`src/rtl/shift_reg_universal.sv`:
```
// Universal shift register: bidirectional serial shift, parallel load and hold,
// with a saturating same-direction shift counter and a FULL word flag.
module shift_reg_universal #(
    parameter int WIDTH = 4,
    parameter int CW    = $clog2(WIDTH + 1)
) (
    input  logic             CLK,
    input  logic             RST,
    input  logic             EN,
    input  logic [1:0]       MODE,
    input  logic             Din,
    input  logic             DinD,
    input  logic [WIDTH-1:0] D,
    output logic [WIDTH-1:0] Q,
    output logic             SoutU,
    output logic             SoutD,
    output logic [CW-1:0]    CNT,
    output logic             FULL
);

    localparam logic [1:0]    MODE_HOLD = 2'b00;
    localparam logic [1:0]    MODE_UP   = 2'b01;
    localparam logic [1:0]    MODE_DOWN = 2'b10;
    localparam logic [1:0]    MODE_LOAD = 2'b11;
    localparam logic          DIR_UP    = 1'b0;
    localparam logic          DIR_DOWN  = 1'b1;
    localparam logic [CW-1:0] CNT_MAX   = CW'(WIDTH);
    localparam logic [CW-1:0] CNT_ONE   = CW'(1);

    logic [WIDTH-1:0] r_q;
    logic [CW-1:0]    r_cnt;
    logic             r_dir;
    logic             r_full;

    logic [WIDTH-1:0] w_q_nxt;
    logic [CW-1:0]    w_cnt_nxt;
    logic             w_dir_nxt;

    // Counter stops at WIDTH so FULL stays asserted during a long same-direction run.
    function automatic logic [CW-1:0] sat_inc(input logic [CW-1:0] c);
        if (c == CNT_MAX) begin
            return CNT_MAX;
        end else begin
            return c + CNT_ONE;
        end
    endfunction

    // Next-state decode for data, shift counter and last-direction bit.
    always_comb begin
        w_q_nxt   = r_q;
        w_cnt_nxt = r_cnt;
        w_dir_nxt = r_dir;
        if (EN) begin
            case (MODE)
                MODE_HOLD: begin
                    w_q_nxt = r_q;
                end
                MODE_UP: begin
                    w_q_nxt = {r_q[WIDTH-2:0], Din};
                    if (r_dir == DIR_UP) begin
                        w_cnt_nxt = sat_inc(r_cnt);
                    end else begin
                        w_cnt_nxt = CNT_ONE;
                        w_dir_nxt = DIR_UP;
                    end
                end
                MODE_DOWN: begin
                    w_q_nxt = {DinD, r_q[WIDTH-1:1]};
                    if (r_dir == DIR_DOWN) begin
                        w_cnt_nxt = sat_inc(r_cnt);
                    end else begin
                        w_cnt_nxt = CNT_ONE;
                        w_dir_nxt = DIR_DOWN;
                    end
                end
                MODE_LOAD: begin
                    w_q_nxt   = D;
                    w_cnt_nxt = {CW{1'b0}};
                end
                default: begin
                    w_q_nxt = r_q;
                end
            endcase
        end else begin
            w_q_nxt = r_q;
        end
    end

    // State registers; FULL is registered from the same next-count value CNT takes.
    always_ff @(posedge CLK) begin
        if (!RST) begin
            r_q    <= {WIDTH{1'b0}};
            r_cnt  <= {CW{1'b0}};
            r_dir  <= DIR_UP;
            r_full <= 1'b0;
        end else begin
            r_q    <= w_q_nxt;
            r_cnt  <= w_cnt_nxt;
            r_dir  <= w_dir_nxt;
            r_full <= (w_cnt_nxt == CNT_MAX);
        end
    end

    assign Q     = r_q;
    assign CNT   = r_cnt;
    assign FULL  = r_full;
    assign SoutU = r_q[WIDTH-1];
    assign SoutD = r_q[0];

endmodule

```
`config.mk`:
```
export PLATFORM = sky130hd
export DESIGN_NAME = shift_reg_universal
export DESIGN_NICKNAME = d
export VERILOG_FILES = /design/src/rtl/shift_reg_universal.sv
export SDC_FILE = /design/constraint.sdc
export NUM_CORES = 1
export LEC_CHECK = 0
export ABC_AREA = 1
export CORE_MARGIN = 2
export CORE_UTILIZATION = 38
export CTS_CLUSTER_SIZE = 28
export DETAILED_ROUTE_END_ITERATION = 8
export PLACE_DENSITY = 0.77
export SETUP_SLACK_MARGIN = 0.05
export SLEW_MARGIN = 20
export SYNTH_ARGS = -nofsm -noshare
export SYNTH_HDL_FRONTEND = slang
export SYNTH_SLANG_ARGS = --single-unit
```
`constraint.sdc`:
```
create_clock -name CLK -period 1.17 [get_ports CLK]
set_clock_uncertainty 0.1 [all_clocks]
set_input_delay 0.234 -clock CLK [delete_from_list [all_inputs] [get_ports CLK]]
set_output_delay 0.234 -clock CLK [all_outputs]
set_load 0.01 [all_outputs]
```
==> results of run 1 <==
-- worst max-delay path: stages (launching register included) --
cell and delay (ns):
dfxtp_2 0.36, inv_2 0.06, ha_4 0.16, nand2_4 0.06
nand2_2 0.05, nand2_1 0.05, nand2_1 0.05, nand3_1 0.08
nand2_1 0.07, inv_1 0.05, nor2_1 0.03
-- power by group --
part	internal [µW]	leakage (µW)	switching, µW
Combinational	116	0.000356	119
Sequential	326	0.0000761	12.0
Clock	132	0.0000150	128
-- layout make-up --
class | instances | area, µm²
Fill cell | 147 | 551.8
Inverter | 13 | 53.80
Multi-Input combinational cell | 60 | 396.6
Sequential cell | 9 | 187.7
Tap cell | 16 | 20.02
Timing Repair Buffer | 32 | 235.2
Clock buffer | 4 | 26.28
-- worst max path at each step --
| stage | depth (start not counted) | slack (ns) | startpoint | endpoint |
|---|---|---|---|---|
| final | 10 | -0.04 | CNT[1]$_SDFF_PN0_ | FULL$_SDFF_PN0_ |
| after global routing | 7 | -0.14 | CNT[1]$_SDFF_PN0_ | CNT[1]$_SDFF_PN0_ |
| after CTS | 7 | -0.04 | CNT[0]$_SDFF_PN0_ | FULL$_SDFF_PN0_ |
| after detailed placement | 10 | -0.63 | MODE[1] | FULL$_SDFF_PN0_ |
| after global placement | 10 | -0.56 | MODE[1] | FULL$_SDFF_PN0_ |
| after floorplan | 10 | -0.0008 | CNT[0]$_SDFF_PN0_ | FULL$_SDFF_PN0_ |
-- routing by layer --
layer | share of wire, % | GRT usage, %
met5 | 0 | 0
met2 | 50 | 26.67
met4 | 2.5 | 9.091
met1 | 42 | 21.96
met3 | 5.6 | 1.702
-- registers in the layout, indices dropped and copies added, names as in the netlist --
signal and count:
CNT 3, FULL 1, Q 4, r_dir 1
-- metrics by stage --
stage	worst slack, ns	setup TNS (ns)
after floorplan	-0.0008246	-0.0008246
after global placement	-0.5631	-4.500
after detailed placement	-0.6258	-4.977
after CTS	-0.03795	-0.04945
after global routing	-0.1416	-0.3718
final	-0.04437	-0.1212
-- cells in the mapped netlist --
| master | n |
|---|---|
| buf_4 | 3 |
| nor2_8 | 1 |
| a21oi_1 | 6 |
| dfxtp_1 | 9 |
| inv_1 | 10 |
| nand2_1 | 26 |
| inv_4 | 1 |
| o21ai_0 | 5 |
| nor2_1 | 7 |
| nand3_1 | 4 |
| inv_2 | 2 |
| nor2_2 | 1 |
| a31oi_1 | 4 |
| ha_1 | 6 |
-- repair_timing --
action,in CTS,in global routing
resized for setup,55,12
endpoints found under the setup margin,19,8
buffers inserted,1,1
pin swaps,8,9
-- kinds of logic (layout without fill, tap and decap cells) --
kind of cell | Yosys count | count (layout)
buffers and inverters | 16 | 49
AO/OA/AOI/OAI | 15 | 15
flip-flops | 9 | 9
AND/OR/NAND/NOR | 39 | 39
adder cells (fa/ha/maj) | 6 | 6
==> flow_metrics.env, run 1 <==
export IMPL_clkTransAtPathRegs_ns=0.08
export IMPL_relSlewSlack_pct=82.89
export IMPL_synth_xor_area_share_pct=0
export IMPL_p_leak_uw=0.0004472
export IMPL_dp_cells=128
export IMPL_final_common_cell="nand2_1"
export IMPL_grt_overflow=0
export IMPL_fmax_mhz=823.5
export IMPL_synth_mux_area_share_pct=0
export IMPL_htreeDepth=1
export IMPL_synth_seq_cells=9
export IMPL_synth_warnings=0
export IMPL_final_cell_mix="nand2_1, buf_2, buf_4"
export IMPL_min_period_ns=1.214
export IMPL_synth_net_count=102
export IMPL_whs_path_depth=3
export IMPL_drt_iter0_drc=27
export IMPL_synth_distinct_cells=14
export IMPL_fin_cells=134
export IMPL_synth_top_family_by_area="simple AND/OR/NAND/NOR gates"
export IMPL_gp_congestion=0.8354
export IMPL_critPathArrivalTime_ns=1.27
export IMPL_fp_dieW_um=43.05
export IMPL_drive_gt1_share_pct=46.61
export IMPL_syn_area_per_cell_um2=6.815
export IMPL_status="finished with violations"
export IMPL_track_usage_pct=16.74
export IMPL_core_mm2=0.001471
export IMPL_diodes=0
export IMPL_drt_wirelength_per_cell_um=11.55
export IMPL_grt_pass1_vias=553
export IMPL_power_density_mw_per_mm2=906.1
export IMPL_maxSlewViolCount=0
export IMPL_cts_root_buf="clkbuf_4"
export IMPL_yosysTopAreaCell="dfxtp_1"
export IMPL_clk_path_buf_depth=2
export IMPL_r2r_slack_ns=-0.04
export IMPL_hpwl_um=1127
export IMPL_hold_slack_ns=0.2477
export IMPL_finalCritPeriodShare_pct=103.8
export IMPL_cts_tree="yes"
export IMPL_hold_viol_final=0
export IMPL_place_area_um2=882.1
export IMPL_worstReg2RegStart="CNT[1]$_SDFF_PN0_"
export IMPL_rsz0062_at_grt="yes"
export IMPL_synth_top_cell_area_share_pct=31.10
export IMPL_route_detailed_drc=0
export IMPL_start_util_pct=39.37
export IMPL_syn_instance_count=85
export IMPL_drtAntennaViolNets=0
export IMPL_worstRegToRegCells=10
export IMPL_synth_area_top_cells="dfxtp_1, nand2_1, ha_1"
export IMPL_synthAdderAreaFrac_pct=12.96
export IMPL_min_to="Q[0]$_SDFFE_PN0P_"
export IMPL_worstPathMaxFanout=3
export IMPL_clock_latency_ns=0.27
export IMPL_ioPinCount=21
export IMPL_cp_required_ns=1.23
export IMPL_antenna_found_initial=0
export IMPL_power_uw=833.3
export IMPL_synthSimpleGateAreaFrac_pct=29.37
export IMPL_final_core_util_pct=62.50
export IMPL_area_growth_pct=58.75
export IMPL_routed_via_density=4.881
export IMPL_vias=654
export IMPL_min_from="RST"
export IMPL_port_buffers=20
export IMPL_grt_pass1_wl_um=2297
export IMPL_violations="negative setup slack"
export IMPL_cts_buffers=3
export IMPL_grt_max_degree=8
export IMPL_ir_worst_vdd_uv=457.6
export IMPL_dieArea_mm2=0.001853
export IMPL_fin_nets=136
export IMPL_fin_ws_ns=-0.04437
export IMPL_r2r_end="FULL$_SDFF_PN0_"
export IMPL_routed_wl_um=1548
export IMPL_die_y_um=43.05
export IMPL_critical_path_class="reg -> reg"
export IMPL_drv_cap=0
export IMPL_hp_class="in -> reg"
export IMPL_syn_area_um2=579.3
export IMPL_num_rows=14
export IMPL_setup_viol=3
export IMPL_synth_compound_area_share_pct=13.82
export IMPL_synth_seq_area_share_pct=31.10
export IMPL_critPathCaptureType="flop"
export IMPL_worst_pin_slew_ns=0.2562
export IMPL_first_pass_iters=4
export IMPL_final_area_um2=919.6
export IMPL_hold_buffers=0
export IMPL_start_kind="flop"
export IMPL_cts_sinks=9
No activity file was read; power rests on OpenSTA's default activity.
==> inputs of run 2 (changes only) <==
MAX_ROUTING_LAYER = met4   (was unset)
REMOVE_ABC_BUFFERS = 1   (was unset)
==> flow_metrics.env, run 2 (synthesis gave the netlist of run 1 again) <==
export IMPL_worstReg2RegStart="CNT[0]$_SDFF_PN0_"
export IMPL_min_period_ns=1.220
export IMPL_track_usage_pct=17.07
export IMPL_drtAntennaViolNets=0
export IMPL_use_met2_pct=27.58
export IMPL_fin_nets=138
export IMPL_switching_power_uw=242.6
export IMPL_grt_overflow=0
export IMPL_status="finished with violations"
export IMPL_ir_worst_vdd_uv=712.5
export IMPL_final_area_um2=929.6
export IMPL_met1_usage_pct=17.49
export IMPL_routed_via_density=4.824
export IMPL_antenna_found_initial=0
export IMPL_final_core_util_pct=63.18
export IMPL_drv_cap=0
export IMPL_min_from="MODE[1]"
export IMPL_power_density_mw_per_mm2=883.3
export IMPL_grt_busiest_layer="met2"
export IMPL_ioPinCount=21
export IMPL_start_kind="flop"
export IMPL_num_rows=14
export IMPL_clkPwrFrac_pct=30.1
export IMPL_hp_class="in -> reg"
export IMPL_route_detailed_drc=0
export IMPL_min_to="r_dir$_SDFFE_PN0P_"
export IMPL_place_area_um2=874.6
export IMPL_largest_reg_flops=4
export IMPL_power_frac_seq_pct=41.1
export IMPL_critPathArrivalTime_ns=1.31
export IMPL_gr_usage_met3_pct=6.383
export IMPL_p_leak_uw=0.0004508
export IMPL_start_util_pct=39.37
export IMPL_drt_iter0_drc=25
export IMPL_cts_tree="yes"
export IMPL_core_mm2=0.001471
export IMPL_cts_buffers=3
export IMPL_vias=656
export IMPL_diodes=0
export IMPL_routed_wl_um=1457
export IMPL_grt_max_degree=8
export IMPL_cp_required_ns=1.27
export IMPL_whs_path_depth=5
export IMPL_clock_latency_ns=0.27
export IMPL_hold_buffers=0
export IMPL_violations="negative setup slack"
export IMPL_final_cell_mix="nand2_1, buf_4, buf_2, clkdlybuf4s50_1"
export IMPL_power_uw=821.1
export IMPL_hold_viol_final=0
export IMPL_maxSlewViolCount=0
export IMPL_dieArea_mm2=0.001853
export IMPL_p_comb_share_pct=28.9
export IMPL_p_sw_share_pct=29.54
export IMPL_drt_wirelength_per_cell_um=10.71
export IMPL_grt_pass1_wl_um=2263
export IMPL_internal_power_uw=578.5
export IMPL_r2r_slack_ns=-0.05
export IMPL_hpwl_um=1089
export IMPL_worstRegToRegCells=8
export IMPL_cts_sinks=9
export IMPL_worst_pin_slew_ns=0.2298
export IMPL_setup_tns_ns=-0.08389
export IMPL_critPathCaptureType="flop"
export IMPL_area_growth_pct=60.48
export IMPL_clkTransAtPathRegs_ns=0.07
export IMPL_r2r_end="FULL$_SDFF_PN0_"
export IMPL_rsz0062_at_grt="yes"
export IMPL_fp_dieW_um=43.05
export IMPL_die_y_um=43.05
export IMPL_drive_gt1_share_pct=41.67
export IMPL_fin_ws_ns=-0.04954
export IMPL_cts_root_buf="clkbuf_4"
export IMPL_port_buffers=20
export IMPL_gp_congestion=0.8493
export IMPL_htreeDepth=1
export IMPL_critical_path_class="reg -> reg"
export IMPL_finalCritPeriodShare_pct=104.2
export IMPL_worstPathMaxFanout=3
export IMPL_first_pass_iters=5
export IMPL_grt_pass1_vias=589
export IMPL_clk_path_buf_depth=2
export IMPL_setup_viol=3
export IMPL_final_common_cell="nand2_1"
export IMPL_relSlewSlack_pct=84.63
export IMPL_fmax_mhz=820.0
export IMPL_place_ws_ns=-0.6558
## run 2: changes by cell type in the layout (fill, tap and decap cells not counted), moves of 2 or more
cell / change
dfxtp_1: +2
buf_4: +2
nand2_1: +2
nand2_2: -2
nor2_2: -3
buf_2: -3
dfxtp_2: -2
nor2_1: +2
## run 2: area by class of cell
type | count | area [µm²]
fill | 148 | 541.8
multi-input combinational | 60 | 389.1
timing repair buffer | 34 | 257.7
sequential | 9 | 185.2
inverter | 13 | 51.30
clock buffer | 4 | 26.28
tap | 16 | 20.02
## run 2: how the worst max path moves through the flow
stage	from	end	slack, ns	cells past startpoint
2_1_floorplan	CNT[0]$_SDFF_PN0_	FULL$_SDFF_PN0_	-0.12	10
3_3_place_gp	MODE[0]	FULL$_SDFF_PN0_	-0.57	10
3_5_place_dp	MODE[0]	FULL$_SDFF_PN0_	-0.66	10
4_1_cts	CNT[1]$_SDFF_PN0_	FULL$_SDFF_PN0_	-0.05	10
5_1_grt	CNT[1]$_SDFF_PN0_	FULL$_SDFF_PN0_	-0.14	10
6_report	CNT[0]$_SDFF_PN0_	FULL$_SDFF_PN0_	-0.05	8
## run 2: power groups by stage
stage	Combinational [µW]	Clock [µW]	Sequential (µW)
2_1_floorplan	87.9	0	353
3_3_place_gp	226	0	341
3_5_place_dp	228	0	342
4_1_cts	231	255	337
5_1_grt	261	271	339
6_report	237	247	337
## run 2: timing repair
item                       in CTS  in global routing
setup endpoints to repair      19                 10
setup buffers                   1                  0
resized for setup              62                  5
pin swaps                      10                  4
## run 2: layer usage
metal  vias up  wire [µm]
li1        336          -
met4         0         22
met1       282        599
met2        32        727
met5         -          0
met3         6        108
## run 2: worst max-delay path, cell delays in order, from the launching register on
cell and delay, ns:
dfxtp_2 0.33, ha_1 0.20, inv_1 0.05, nand2_1 0.05
nand3_1 0.09, nand2_1 0.08, nand2_1 0.07, nand3_1 0.07
nor2_1 0.12
## run 2: through the flow
step | instances | hold WS (ns)
6_report | 136 | 0.4156
2_1_floorplan | 82 | 0.2723
3_5_place_dp | 131 | 0.4161
3_3_place_gp | 131 | 0.4000
4_1_cts | 136 | 0.4162
5_1_grt | 136 | 0.4550
